## config.mk

```make
export PLATFORM = sky130hd
export DESIGN_NAME = tw_fetch_sequencer
export DESIGN_NICKNAME = d
export VERILOG_FILES = /design/src/rtl/tw_pkg.sv /design/src/rtl/tw_fifo.sv /design/src/rtl/tw_fetch_sequencer.sv
export SDC_FILE = /design/constraint.sdc
export NUM_CORES = 1
export LEC_CHECK = 0
export ABC_CLOCK_PERIOD_IN_PS = 3800
export CAP_MARGIN = 10
export CORE_MARGIN = 2
export CORE_UTILIZATION = 40
export CTS_CLUSTER_SIZE = 25
export DETAILED_ROUTE_END_ITERATION = 16
export PLACE_DENSITY_LB_ADDON = 0.2
export SLEW_MARGIN = 5
export SYNTH_ARGS = -nofsm -noshare
export SYNTH_HDL_FRONTEND = slang
export SYNTH_SLANG_ARGS = --single-unit
```

## constraint.sdc

```tcl
create_clock -name clock -period 3.8 [get_ports clock]
set_input_delay 0.57 -clock clock [delete_from_list [all_inputs] [get_ports clock]]
set_output_delay 0.57 -clock clock [all_outputs]
set_load 0.005 [all_outputs]
```

## src/rtl/tw_pkg.sv

```systemverilog
// Shared types for the twiddle fetch sequencer: FSM encoding, default widths
// and the layout of one buffered twiddle entry.
package tw_pkg;

  localparam int IDX_W_DEF = 5;
  localparam int TW_W_DEF  = 25;

  typedef enum logic [2:0] {
    IDLE  = 3'd0,
    ISSUE = 3'd1,
    WAIT  = 3'd2,
    ADV   = 3'd3,
    DRAIN = 3'd4
  } tw_state_e;

  // Field order matches the packing used when pushing into the FIFO.
  typedef struct packed {
    logic [TW_W_DEF-1:0]  tw;
    logic [IDX_W_DEF-1:0] stage;
    logic [IDX_W_DEF-1:0] index;
    logic                 last;
  } tw_entry_t;

endpackage

```

## src/rtl/tw_fifo.sv

```systemverilog
// Small synchronous FIFO with occupancy count; write is dropped when full and
// read is ignored when empty, so the pointers can wrap freely.
module tw_fifo #(
  parameter int W     = 36,
  parameter int DEPTH = 4
) (
  input  logic                     clock,
  input  logic                     reset_n,
  input  logic                     push,
  input  logic                     pop,
  input  logic [W-1:0]             din,
  output logic [W-1:0]             dout,
  output logic                     full,
  output logic                     empty,
  output logic [$clog2(DEPTH):0]   count
);

  localparam int AW = $clog2(DEPTH);

  logic [W-1:0]  mem [DEPTH];
  logic [AW-1:0] wr_ptr;
  logic [AW-1:0] rd_ptr;
  logic          do_push;
  logic          do_pop;

  assign do_push = push & ~full;
  assign do_pop  = pop & ~empty;
  assign full    = (count == (AW+1)'(DEPTH));
  assign empty   = (count == '0);
  assign dout    = mem[rd_ptr];

  always_ff @(posedge clock or negedge reset_n) begin
    if (!reset_n) begin
      wr_ptr <= '0;
      rd_ptr <= '0;
      count  <= '0;
    end else begin
      if (do_push) wr_ptr <= wr_ptr + AW'(1);
      if (do_pop)  rd_ptr <= rd_ptr + AW'(1);
      case ({do_push, do_pop})
        2'b10:   count <= count + (AW+1)'(1);
        2'b01:   count <= count - (AW+1)'(1);
        default: count <= count;
      endcase
    end
  end

  // Storage carries no reset; the head is masked by empty at the top level.
  always_ff @(posedge clock) begin
    if (do_push) mem[wr_ptr] <= din;
  end

endmodule

```

## src/rtl/tw_fetch_sequencer.sv

```systemverilog
// Walks every (stage, index) pair of an N-point NTT, requests each twiddle from
// the generator one at a time and buffers the results for the butterfly.
module tw_fetch_sequencer
  import tw_pkg::*;
#(
  parameter int IDX_W       = IDX_W_DEF,
  parameter int TW_W        = TW_W_DEF,
  parameter int N_PTS       = 8,
  parameter int LOGN        = 3,
  parameter int FIFO_DEPTH  = 4,
  parameter int TIMEOUT_CYC = 64
) (
  input  logic                          clock,
  input  logic                          reset_n,
  input  logic                          run,
  output logic                          busy,
  output logic                          done,
  output logic                          err_timeout,
  output logic [IDX_W-1:0]              tw_j,
  output logic [IDX_W-1:0]              tw_i,
  output logic [IDX_W-1:0]              tw_N,
  output logic                          tw_start,
  input  logic                          tw_ack,
  input  logic [TW_W-1:0]               tw_data,
  output logic                          tw_valid,
  input  logic                          tw_ready,
  output logic [TW_W-1:0]               tw_out,
  output logic [IDX_W-1:0]              tw_stage,
  output logic [IDX_W-1:0]              tw_index,
  output logic                          tw_last,
  output tw_state_e                     dbg_state,
  output logic [$clog2(FIFO_DEPTH):0]   dbg_count
);

  // Handshake: the generator sees one tw_start pulse per request and answers
  // with a rising edge on tw_ack; downstream, an entry moves on any cycle where
  // tw_valid and tw_ready are both high, and tw_valid never depends on tw_ready.

  localparam int ENT_W = TW_W + 2*IDX_W + 1;
  localparam int TMR_W = $clog2(TIMEOUT_CYC + 1);

  tw_state_e               state, state_nx;
  logic [IDX_W-1:0]        i_q, j_q;
  logic [TMR_W-1:0]        timer;
  logic                    ack_q, busy_q, done_q, err_q;
  logic                    ack_rise, pair_last, j_end, timeout_hit;
  logic [IDX_W-1:0]        stage_len;
  logic                    accept, issue, push, finish, tmo;
  logic                    fifo_full, fifo_empty, pop, pop_last;
  logic [ENT_W-1:0]        push_ent, head_ent;
  logic [TW_W-1:0]         head_tw;
  logic [IDX_W-1:0]        head_stage, head_index;
  logic                    head_last;
  logic [$clog2(FIFO_DEPTH):0] fifo_count;

  assign ack_rise    = tw_ack & ~ack_q;
  assign stage_len   = IDX_W'(N_PTS >> (int'(i_q) + 1));
  assign j_end       = (j_q == stage_len - IDX_W'(1));
  assign pair_last   = (i_q == IDX_W'(LOGN - 1));
  assign timeout_hit = (timer == TMR_W'(TIMEOUT_CYC - 1));
  assign pop         = tw_valid & tw_ready;
  assign pop_last    = pop & head_last;
  assign push_ent    = {tw_data, i_q, j_q, pair_last};
  assign {head_tw, head_stage, head_index, head_last} = head_ent;

  always_ff @(posedge clock or negedge reset_n) begin
    if (!reset_n) state <= IDLE;
    else          state <= state_nx;
  end

  always_comb begin
    state_nx = state;
    case (state)
      IDLE:    if (run) state_nx = ISSUE;
      ISSUE:   if (!fifo_full) state_nx = WAIT;
      WAIT: begin
        if (ack_rise)         state_nx = ADV;
        else if (timeout_hit) state_nx = IDLE;
      end
      // The final entry may already be popped while we are still in ADV.
      ADV: begin
        if (!pair_last)    state_nx = ISSUE;
        else if (pop_last) state_nx = IDLE;
        else               state_nx = DRAIN;
      end
      DRAIN:   if (pop_last) state_nx = IDLE;
      default: state_nx = IDLE;
    endcase
  end

  always_comb begin
    accept = (state == IDLE) & run;
    issue  = (state == ISSUE) & ~fifo_full;
    push   = (state == WAIT) & ack_rise;
    tmo    = (state == WAIT) & ~ack_rise & timeout_hit;
    finish = ((state == ADV) & pair_last & pop_last) | ((state == DRAIN) & pop_last);
  end

  always_ff @(posedge clock or negedge reset_n) begin
    if (!reset_n) begin
      ack_q  <= 1'b0;
      i_q    <= '0;
      j_q    <= '0;
      timer  <= '0;
      busy_q <= 1'b0;
      done_q <= 1'b0;
      err_q  <= 1'b0;
    end else begin
      ack_q  <= tw_ack;
      done_q <= finish;
      timer  <= (state == WAIT) ? timer + TMR_W'(1) : '0;
      if (accept) begin
        i_q    <= '0;
        j_q    <= '0;
        err_q  <= 1'b0;
        busy_q <= 1'b1;
      end
      if (tmo) begin
        err_q  <= 1'b1;
        busy_q <= 1'b0;
      end
      if (finish) busy_q <= 1'b0;
      if ((state == ADV) && !pair_last) begin
        if (j_end) begin
          j_q <= '0;
          i_q <= i_q + IDX_W'(1);
        end else begin
          j_q <= j_q + IDX_W'(1);
        end
      end
    end
  end

  tw_fifo #(
    .W     (ENT_W),
    .DEPTH (FIFO_DEPTH)
  ) u_fifo (
    .clock   (clock),
    .reset_n (reset_n),
    .push    (push),
    .pop     (pop),
    .din     (push_ent),
    .dout    (head_ent),
    .full    (fifo_full),
    .empty   (fifo_empty),
    .count   (fifo_count)
  );

  assign busy        = busy_q;
  assign done        = done_q;
  assign err_timeout = err_q;
  assign tw_j        = j_q;
  assign tw_i        = i_q;
  assign tw_N        = IDX_W'(N_PTS);
  assign tw_start    = issue;
  assign tw_valid    = ~fifo_empty;
  assign tw_out      = tw_valid ? head_tw    : '0;
  assign tw_stage    = tw_valid ? head_stage : '0;
  assign tw_index    = tw_valid ? head_index : '0;
  assign tw_last     = tw_valid & head_last;
  assign dbg_state   = state;
  assign dbg_count   = fifo_count;

endmodule

```

==> summary.txt <==
Synthesis
  • Largest family of logic cells by synthesized area: multiplexers
  • Post-Synth Adder-Cell Area: 2.00%
  • Post-synth ARST share: 17.7%
  • Post-synth top area cell: edfxtp_1
  • Post-synth EDFFs: between 100 and 150
  • Mux contribution to synthesized area: 12.2%
  • Sequential-to-total area share from yosys stat: between 70% and 80%
  • Distinct cell type count after synthesis: 48
  • Synth Register Bits: 175
  • Simple-Gate Fraction of Synth Area: roughly 9%
  • Largest cells by area after synthesis: edfxtp_1 (60%), mux4_2 (11%), dfrtp_1 (11%), and2_1 (3.7%), ha_1 (1.7%)
  • Synth warnings: 0
  • Synth Area per Inst: roughly 18 µm²
  • Gate Count Post-Synth: between 400 and 500
  • Mapped cell area: around 7300 µm²
  • Compound-gate portion of the synthesized area: around 2.6%
  • Main synth FF type: edfxtp_1
  • Top cell type's share of synthesized area: 59.6%
  • Xor and xnor area share after synthesis: 1.69%

Status
  • Status: finished clean

CTS
  • Post-CTS Setup Inserts: 0
  • Hold buffers post-CTS: 0
  • H-tree lvl count: 4
  • CTS max path bufs: 2
  • # resized after CTS: 0
  • CTS tree: done
  • Later-pin clock latency in the skew report: approximately 0.42 ns
  • Clock Pin Slew Worst Setup and Hold Paths: 0.06 ns
  • Clk sink count: between 150 and 200
  • CTS Root Cell: clkbuf_16
  • CTS buffer count: 17

Worst setup path
  • Worst path cell trace: or3_1 -> buf_4 -> and2_1 -> clkdlybuf4s50_1
  • CP Max Fanout: 20
  • Arrival time worst endpoint: 2.57 ns
  • Slowest cell delay on critical path: 0.72 ns
  • CP Capture Type: primary output
  • Startpoint types: flip-flop
  • Worst setup path startpoint: u_fifo.count[1]$_DFFE_PN0P_
  • Largest delay share family, worst path: simple AND/OR/NAND/NOR gates
  • R2R Setup Slk: ~1.1 ns
  • Worst path slowest cell: or3_1
  • R2R Path End: u_fifo.mem[3][12]$_DFFE_PP_
  • Required time worst endpoint: 3.23 ns
  • Logic depth of the worst register-to-register path: 4
  • CP bufs+invs: 2
  • Worst r2r src: dbg_state[0]$_DFFE_PN0P_
  • Worst Setup Path Type: reg2out

STA
  • Endpoints failing setup: 0
  • Worst-Margin Slew: roughly 0.75 ns
  • Post-route setup slack: 0.659 ns
  • Clock skew: 0.00927 ns
  • Hold WS: 0.498 ns
  • Max Freq: 0.318 GHz
  • Count of pins over their slew limit: 0
  • Fin crit period: approximately 3.1 ns
  • Setup TNS: 0 ns
  • Unrepaired setup endpoints after global routing: no
  • Final Cycle Share: 82.7%
  • Final hold viol count: 0
  • Relative slew margins: about half

Place
  • Pre-CTS WS: 1.02 ns
  • Placed cell count: approximately 710
  • Post-DP HPWL: slightly below 9000 µm
  • Final Wtd Congestion: 0.737
  • DP Area: 8410 µm²
  • Port bufs: 86

Die
  • Rows: just under 50
  • Ports: between 90 and 100
  • Starting Density: roughly 41%
  • Die width: 139 µm
  • Core area: about 18000 µm²
  • Die H: 139 µm
  • Die Area: 19200 µm²

Min path
  • Worst hold path class: reg2reg
  • Hold Path Stages: 1
  • Hold Path End: timer[0]$_DFF_PN0_
  • Hold path startpoint: timer[0]$_DFF_PN0_

Layout
  • Fraction of layout cells with a size suffix above 1: 17.2%
  • Final nets: between 500 and 600
  • Antenna Cells: 0
  • Commonest non-fill, non-tap cell in the layout: edfxtp_1
  • # fillers: 1480
  • Finished Layout Cells: around 750
  • Syn-to-layout area delta: 24.4%
  • Final instance area: 9030 µm²
  • Final core utilization: 50.4%
  • Most frequent cells in the layout: edfxtp_1 (144), clkdlybuf4s50_1 (86), and2_1 (39), mux4_2 (36), dfrtp_1 (29)

Detailed routing
  • Iter 0 DRT Violations: about 170
  • Via count: 3775
  • Via/cell ratio: about 5.1
  • Routed WL: about 14000 µm
  • Drt first pass iters: 4
  • Remaining DRCs: 0
  • Detail Route Antenna Nets: 0
  • Avg WL per Cell: between 15 and 20 µm

GRT
  • Largest net degree at the start of global routing: 32
  • GRT overflow: 0
  • Vias in the first global route: 4012
  • Global-route wire length before repair: ~22000 µm
  • GRT Util Overall: between 10 and 15%
  • Antenna violations before repair: 0

Power
  • Power, Total: 6.18 mW
  • Pwr per Cell Area: 685 nW/µm²
  • Maximum vdd drop: 0.000403 V
  • LEAKAGE: 3.13 nW

Run
  • Max Cap Viol: 0
==> flip-flops by register name, summed over array words and instances (netlist names) <==
signal	cells
ack_q	1
busy	1
dbg_state	3
done	1
err_timeout	1
timer	7
tw_i	5
tw_j	5
u_fifo.count	3
u_fifo.mem	144
u_fifo.rd_ptr	2
u_fifo.wr_ptr	2
==> worst register-to-register path, cell delays in order (launching register included) <==
cell and delay (ns):
dfrtp_1 0.46, or3b_1 0.56, nor3_2 0.47, and2_2 0.63, buf_12 0.25
==> synthesized netlist by cell type, drive strengths merged (7+ instances only) <==
cell and count:
nand3 10, dfrtp 31, xnor2 7, nand2 13, edfxtp 144, ha 10
xor2 7, mux4 36, buf 13, and2 43, inv 9, clkbuf 11
nor2 16
==> area by class of cell <==
class | instances | area (µm²) | area share, %
Clock inverter | 11 | 166 | 1.84
Clock buffer | 21 | 450 | 4.99
Multi-Input combinational cell | 206 | 2010 | 22.3
Timing Repair Buffer | 95 | 978 | 10.8
Tap cell | 229 | 287 | 3.17
Sequential cell | 175 | 5100 | 56.5
Inverter | 9 | 33.8 | 0.374
==> power by group <==
group	switching, mW	internal, mW	leakage [nW]
Sequential	0.162	2.24	1.70
Combinational	0.806	1.17	1.13
Clock	0.691	1.12	0.293
==> worst max path at each step <==
stage                                        to  slack, ns  cells after the start
finish                              tw_index[4]       0.66                      4
global route                        tw_index[4]       0.48                      4
detailed placement  u_fifo.mem[3][18]$_DFFE_PP_       1.02                      5
CTS                                 tw_index[4]       0.60                      4
global placement    u_fifo.mem[3][20]$_DFFE_PP_       1.05                      5
floorplan            u_fifo.mem[0][0]$_DFFE_PP_       1.07                      5
==> metal layers <==
metal	global-route usage (%)	vias to the layer above	share of wire, %
met1	19.7	1929	46
li1	-	1743	-
met2	24.4	90	49
met3	3.45	13	3.8
met5	0	-	0
met4	5.10	0	1.2
==> cells by family (layout without fill, tap and decap cells) <==
logic type,Yosys count,in the layout
multiplexers,43,43
flip-flops,175,175
AND/OR/NAND/NOR,109,109
other,2,5
adder cells (fa/ha/maj),11,11
XOR/XNOR,14,14
AO/OA/AOI/OAI,24,24
buffers and inverters,33,136
(Power assumes the default switching activity.)
==> RTL change 1 (same settings) <==
Reset style: synchronous (`reset_n`), changed in 3 clocked blocks.
--- a/src/rtl/tw_fifo.sv
+++ b/src/rtl/tw_fifo.sv
@@ -30,5 +30,5 @@
   assign dout    = mem[rd_ptr];
 
-  always_ff @(posedge clock or negedge reset_n) begin
+  always_ff @(posedge clock) begin
     if (!reset_n) begin
       wr_ptr <= '0;
--- a/src/rtl/tw_fetch_sequencer.sv
+++ b/src/rtl/tw_fetch_sequencer.sv
@@ -64,5 +64,5 @@
   assign {head_tw, head_stage, head_index, head_last} = head_ent;
 
-  always_ff @(posedge clock or negedge reset_n) begin
+  always_ff @(posedge clock) begin
     if (!reset_n) state <= IDLE;
     else          state <= state_nx;
@@ -97,5 +97,5 @@
   end
 
-  always_ff @(posedge clock or negedge reset_n) begin
+  always_ff @(posedge clock) begin
     if (!reset_n) begin
       ack_q  <= 1'b0;
Behaviour: differs if reset_n is asserted again (counterexample within 4 cycles, from zero or initial values and one cycle with reset_n low); with reset_n held inactive, the same outputs for 10 cycles.
==> RTL change 1 against the original RTL <==
  * Critical path type unchanged
  * Non-clock buffer count grew 1
  * Routed wire length is 0.25% higher
  * First-iteration DRC count up 23%
  * Utilization is 0.25 points lower
  * Synthesized area decreased by 0.74%
  * Cell area down 0.83%
  * Clock skew decreased by 0.0032 ns
  * Worst setup slack improved by 0.048 ns
  * Sequential cell count up 2
Power is not compared: it rests on default switching activity, and its combinational part moved more than twofold at a synthesized area within 25%.
==> RTL change 1: results (changes against the original RTL) <==
- Run status: finished, final reports clean (unchanged).
- The number of sequential storage elements was 177 (was 175).
- The wire length of the first global-routing pass is 22.2 mm (was 21.9 mm).
- The final weighted congestion in routability-driven placement was 0.790 (was 0.737).
- The HPWL after detailed placement is 8.98 mm (was 8.70 mm).
- The depth of the worst register-to-register path is 8 (was 4).
- Synth area leaders: sky130_fd_sc_hd__edfxtp_1 60%, sky130_fd_sc_hd__mux4_2 11%, sky130_fd_sc_hd__dfxtp_1 9.2%, sky130_fd_sc_hd__and2_1 3.6%, sky130_fd_sc_hd__ha_1 1.7% (was sky130_fd_sc_hd__edfxtp_1 60%, sky130_fd_sc_hd__mux4_2 11%, sky130_fd_sc_hd__dfrtp_1 11%, sky130_fd_sc_hd__and2_1 3.7%, sky130_fd_sc_hd__ha_1 1.7%).
- The total of clock buffers placed in the layout came to 17 (was 21).
- The destination of the worst register-to-register timing path is u_fifo.count[2] (was u_fifo.mem[3][12]).
- The via count normalized by instance count came to 5.10 (was 5.06).
- The detailed-routing iteration count for the pre-antenna-repair pass came to 6 (was 4).
- The wire length on met1 was 6.17 mm (was 6.22 mm).
- The met3 capacity usage during global routing came to 0.0443 (was 0.0345).
- The launch instance of the worst register-to-register path is u_fifo.count[0] (was dbg_state[0]).
- The count of distinct cell types in the synthesized netlist is 50 (was 48).
- The synthesized-area fraction occupied by xor and xnor cells came to 0.0207 (was 0.0169).
- The area of combinational cells with multiple inputs was 0.00208 sq mm (was 0.00201 sq mm).
- The count of non-CTS buffers in the layout is 96 (was 95).
- The number of nets in the finished design is 564 (was 545).
- The mux contribution to synthesized area was 0.120 (was 0.122).
- The final worst clock skew is 0.00610 ns (was 0.00927 ns).
- The fraction of standard cell area that is sequential is 0.557 (was 0.565).
- The post-synthesis share of cell area spent on full adders, half adders and majority gates is 0.0202 (was 0.0200).
- The routed wire length on met3 is 641 um (was 520 um).
- The multi-input combinational cell count is 222 (was 206).
- The maximum fanout count along the critical path is 24 (was 20).
- The proportion of cell area spent on the clock network is 0.0653 (was 0.0683).
- List of most frequent post-synthesis cells: 144 x sky130_fd_sc_hd__edfxtp_1, 42 x sky130_fd_sc_hd__and2_1, 36 x sky130_fd_sc_hd__mux4_2 (was 144 x sky130_fd_sc_hd__edfxtp_1, 43 x sky130_fd_sc_hd__and2_1, 36 x sky130_fd_sc_hd__mux4_2).
- The worst reg-to-reg setup slack was 1.04 ns (was 1.13 ns).
- The total wire length after detailed routing is 13.7 mm (was 13.6 mm).
- The worst setup slack after placement is 0.734 ns (was 1.02 ns).
- The transition time of the tightest slew-check pin is 0.881 ns (was 0.753 ns).
- The global-route track usage on met1 was 0.195 (was 0.197).
- The violation count after the first detailed-routing iteration is 210 (was 171).
- The wire length on met2 is 6.70 mm (was 6.74 mm).
- The start point of the worst hold path is timer[0] (unchanged).
- The share of the synthesized area in compound gates (AO/OA/AOI/OAI) is 0.0226 (was 0.0257).
- The number of fill cells in the layout is 1,490 (was 1,480).
[RTL change 1: cell types whose count changed in the layout (fill, tap and decap cells not counted), moves of 3 or more]
cell | unedited run | this run
sky130_fd_sc_hd__and3_1 | 1 | 4
sky130_fd_sc_hd__nor2_1 | 15 | 24
sky130_fd_sc_hd__clkinv_4 | 0 | 3
sky130_fd_sc_hd__dfrtp_1 | 29 | 0
sky130_fd_sc_hd__nand2_1 | 13 | 16
sky130_fd_sc_hd__dfxtp_1 | 0 | 31
sky130_fd_sc_hd__nor2b_1 | 6 | 1
sky130_fd_sc_hd__clkbuf_1 | 3 | 0
sky130_fd_sc_hd__nor4_1 | 0 | 3
[RTL change 1: how the worst max path moves through the flow]
| stage | to | start | slack (ns) | cells after the start |
|---|---|---|---|---|
| after detailed placement | u_fifo.count[2] | tw_ack | 0.73 | 10 |
| after global routing | tw_out[2] | u_fifo.count[0] | 0.48 | 4 |
| after floorplan | u_fifo.mem[0][0] | tw_ack | 1.25 | 3 |
| after CTS | tw_index[0] | flip-flop | 0.62 | 4 |
| final | tw_out[2] | u_fifo.count[0] | 0.71 | 4 |
| after global placement | u_fifo.count[2] | tw_ack | 0.85 | 10 |
[RTL change 1: stage by stage]
step	cell area [sq um]	cells	power, uW	hold slack [ns]	utilization
final	8950	765	4390	0.478	0.502
after CTS	8950	765	4450	0.480	0.502
after global placement	8370	733	2750	0.447	0.469
after detailed placement	8370	733	2760	0.465	0.469
after floorplan	7210	432	2470	0.430	-
after global routing	8950	765	4570	0.505	0.502
[RTL change 1: cells by family (layout without fill, tap and decap cells)]
family	after synthesis	count (layout)
AO/OA/AOI/OAI	23	23
buffers and inverters	33	137
other	2	5
flip-flops	177	177
multiplexers	41	41
XOR/XNOR	17	17
AND/OR/NAND/NOR	125	125
adder cells (fa/ha/maj)	11	11
==> RTL change 2 (config.mk and constraints unchanged) <==
Made on the original files. `FIFO_DEPTH`: 4 -> 2.
--- a/src/rtl/tw_fetch_sequencer.sv
+++ b/src/rtl/tw_fetch_sequencer.sv
@@ -8,5 +8,5 @@
   parameter int N_PTS       = 8,
   parameter int LOGN        = 3,
-  parameter int FIFO_DEPTH  = 4,
+  parameter int FIFO_DEPTH  = 2,
   parameter int TIMEOUT_CYC = 64
 ) (
Interface: changed (resized dbg_count); port bits go from 92 to 91. The function was not compared with the original's and may differ.
==> RTL change 2 against the original RTL <==
  * Sequential cell count decreased by 75
  * Hold slack got worse by 0.012 ns
  * Synthesized area decreased by 41%
  * Maximum frequency increased by 13%
  * Cell area decreased by 39%
  * Total power decreased by 48%
  * Via count decreased by 30%
  * Routed wire length decreased by 41%
  * Worst setup slack improved by 0.37 ns
  * Critical endpoint is now tw_stage[2]
  * Largest power group unchanged
  * Highest routed layer unchanged
==> RTL change 2: results (changes against the original RTL) <==
- List of most frequent post-synthesis cells: 72 x sky130_fd_sc_hd__edfxtp_1, 51 x sky130_fd_sc_hd__nor2_1, 40 x sky130_fd_sc_hd__mux2i_1 (was 144 x sky130_fd_sc_hd__edfxtp_1, 43 x sky130_fd_sc_hd__and2_1, 36 x sky130_fd_sc_hd__mux4_2).
- The share of post-route cells with drive strength above 1 was 0.0866 (was 0.172).
- The peak supply drop came to 262 uV (was 403 uV).
- The number of levels in the clock H-tree is 3 (was 4).
- Synth area leaders: sky130_fd_sc_hd__edfxtp_1 50%, sky130_fd_sc_hd__dfrtp_1 16%, sky130_fd_sc_hd__mux2i_1 9.3%, sky130_fd_sc_hd__nor2_1 4.4%, sky130_fd_sc_hd__ha_1 1.7% (was sky130_fd_sc_hd__edfxtp_1 60%, sky130_fd_sc_hd__mux4_2 11%, sky130_fd_sc_hd__dfrtp_1 11%, sky130_fd_sc_hd__and2_1 3.7%, sky130_fd_sc_hd__ha_1 1.7%).
- The number of fill cells in the layout is 937 (was 1,480).
- The number of buffers added on ports was 85 (was 86).
- The destination of the worst register-to-register timing path is tw_j[4] (was u_fifo.mem[3][12]).
- Run status: finished, final reports clean (unchanged).
- The total wire length after detailed routing is 8.08 mm (was 13.6 mm).
- The HPWL after detailed placement was 5.30 mm (was 8.70 mm).
- The cell count after placement is 524 (was 714).
- The critical path endpoint is tw_stage[2] (was tw_index[4]).
- The leakage power summed over all cells is 0.00208 uW (was 0.00313 uW).
- The total number of vias came to 2,648 (was 3,775).
- The depth of the worst register-to-register path is 8 (was 4).
- The clock period minus final worst setup slack came to 2.77 ns (was 3.14 ns).
- The violation count after the first detailed-routing iteration is 65 (was 171).
- The clock latency on the worst-skew pair came to 0.36 ns (was 0.42 ns).
- The clock-pin slew reported for the worst setup and hold paths after clock tree synthesis is 0.09 ns (was 0.06 ns).
- The async set-reset flop share out of synthesis is 0.280 (was 0.177).
- Largest regs: u_fifo.mem: 72 flops, timer: 7 flops (was u_fifo.mem: 144 flops, timer: 7 flops).
- The cell chosen for the clock root is sky130_fd_sc_hd__clkbuf_8 (was sky130_fd_sc_hd__clkbuf_16).
- The sequential-to-total area share from yosys stat is 0.665 (was 0.703).
- The global routing usage summed across all routing layers is 0.145 (was 0.149).
- The data arrival time of the critical path came to 2.20 ns (was 2.57 ns).
- The wire length per cell after detailed routing is 15.0 um (was 18.3 um).
RTL change 2: cell types whose count changed after synthesis, moves of 6 or more:
cell                       before  now
sky130_fd_sc_hd__edfxtp_1     144   72
sky130_fd_sc_hd__and2_1        43    2
sky130_fd_sc_hd__mux4_2        36    0
sky130_fd_sc_hd__nor2_1        15   51
sky130_fd_sc_hd__mux2i_1        6   40
sky130_fd_sc_hd__clkbuf_1      11    5
RTL change 2: worst min-delay path by stage:
stage                      startpoint           to  slack [ns]  cells after the start
after CTS                    timer[0]     timer[0]        0.49                      1
final                        timer[0]     timer[0]        0.49                      1
after floorplan               reset_n        ack_q        0.27                      0
after global placement       timer[0]     timer[0]        0.47                      1
after global routing         timer[0]     timer[0]        0.53                      1
after detailed placement  err_timeout  err_timeout        0.47                      2
RTL change 2: metal layers:
layer | wire length, um | track usage | up-vias
met5 | 0 | 0 | -
met4 | 128 | 0.0522 | 0
met3 | 468 | 0.0291 | 11
met2 | 3650 | 0.227 | 82
met1 | 3840 | 0.200 | 1270
li1 | - | - | 1285
RTL change 2: logic make-up after synthesis:
kind of cell / after synthesis / share of synthesized area
simple gates: 102 / 0.117
flops: 100 / 0.665
mux: 42 / 0.0983
compound gates: 25 / 0.0488
buf+inv: 20 / 0.0233
xor+xnor: 14 / 0.0285
fa+ha+maj: 6 / 0.0174
other cells: 2 / 0.00174
RTL change 2: area by class of cell:
cell class                 count  area, sq um  area share
clock buffer                   9          124      0.0226
clock inverter                 7         52.6     0.00959
inverter                       5         18.8     0.00343
multi-input combinational    194         1370       0.250
sequential                   100         2860       0.523
tap                          136          170      0.0311
timing repair buffer          89          881       0.161
RTL change 2: worst max-delay path: stages (launching register included):
cell	delay, ns
sky130_fd_sc_hd__dfrtp_1	0.47
sky130_fd_sc_hd__nor2_4	0.69
sky130_fd_sc_hd__nor2_1	0.19
sky130_fd_sc_hd__clkdlybuf4s50_1	0.50
RTL change 2: power breakdown:
group	switching (uW)	internal, uW	total, uW
clock network	369	241	611
logic	498	679	1180
registers	142	1270	1410
RTL change 2: per-stage QoR:
stage	power [uW]	area, sq um
after floorplan	2000	4320
after global placement	2620	5300
after detailed placement	2640	5300
after CTS	3250	5480
after global routing	3410	5480
final	3200	5480
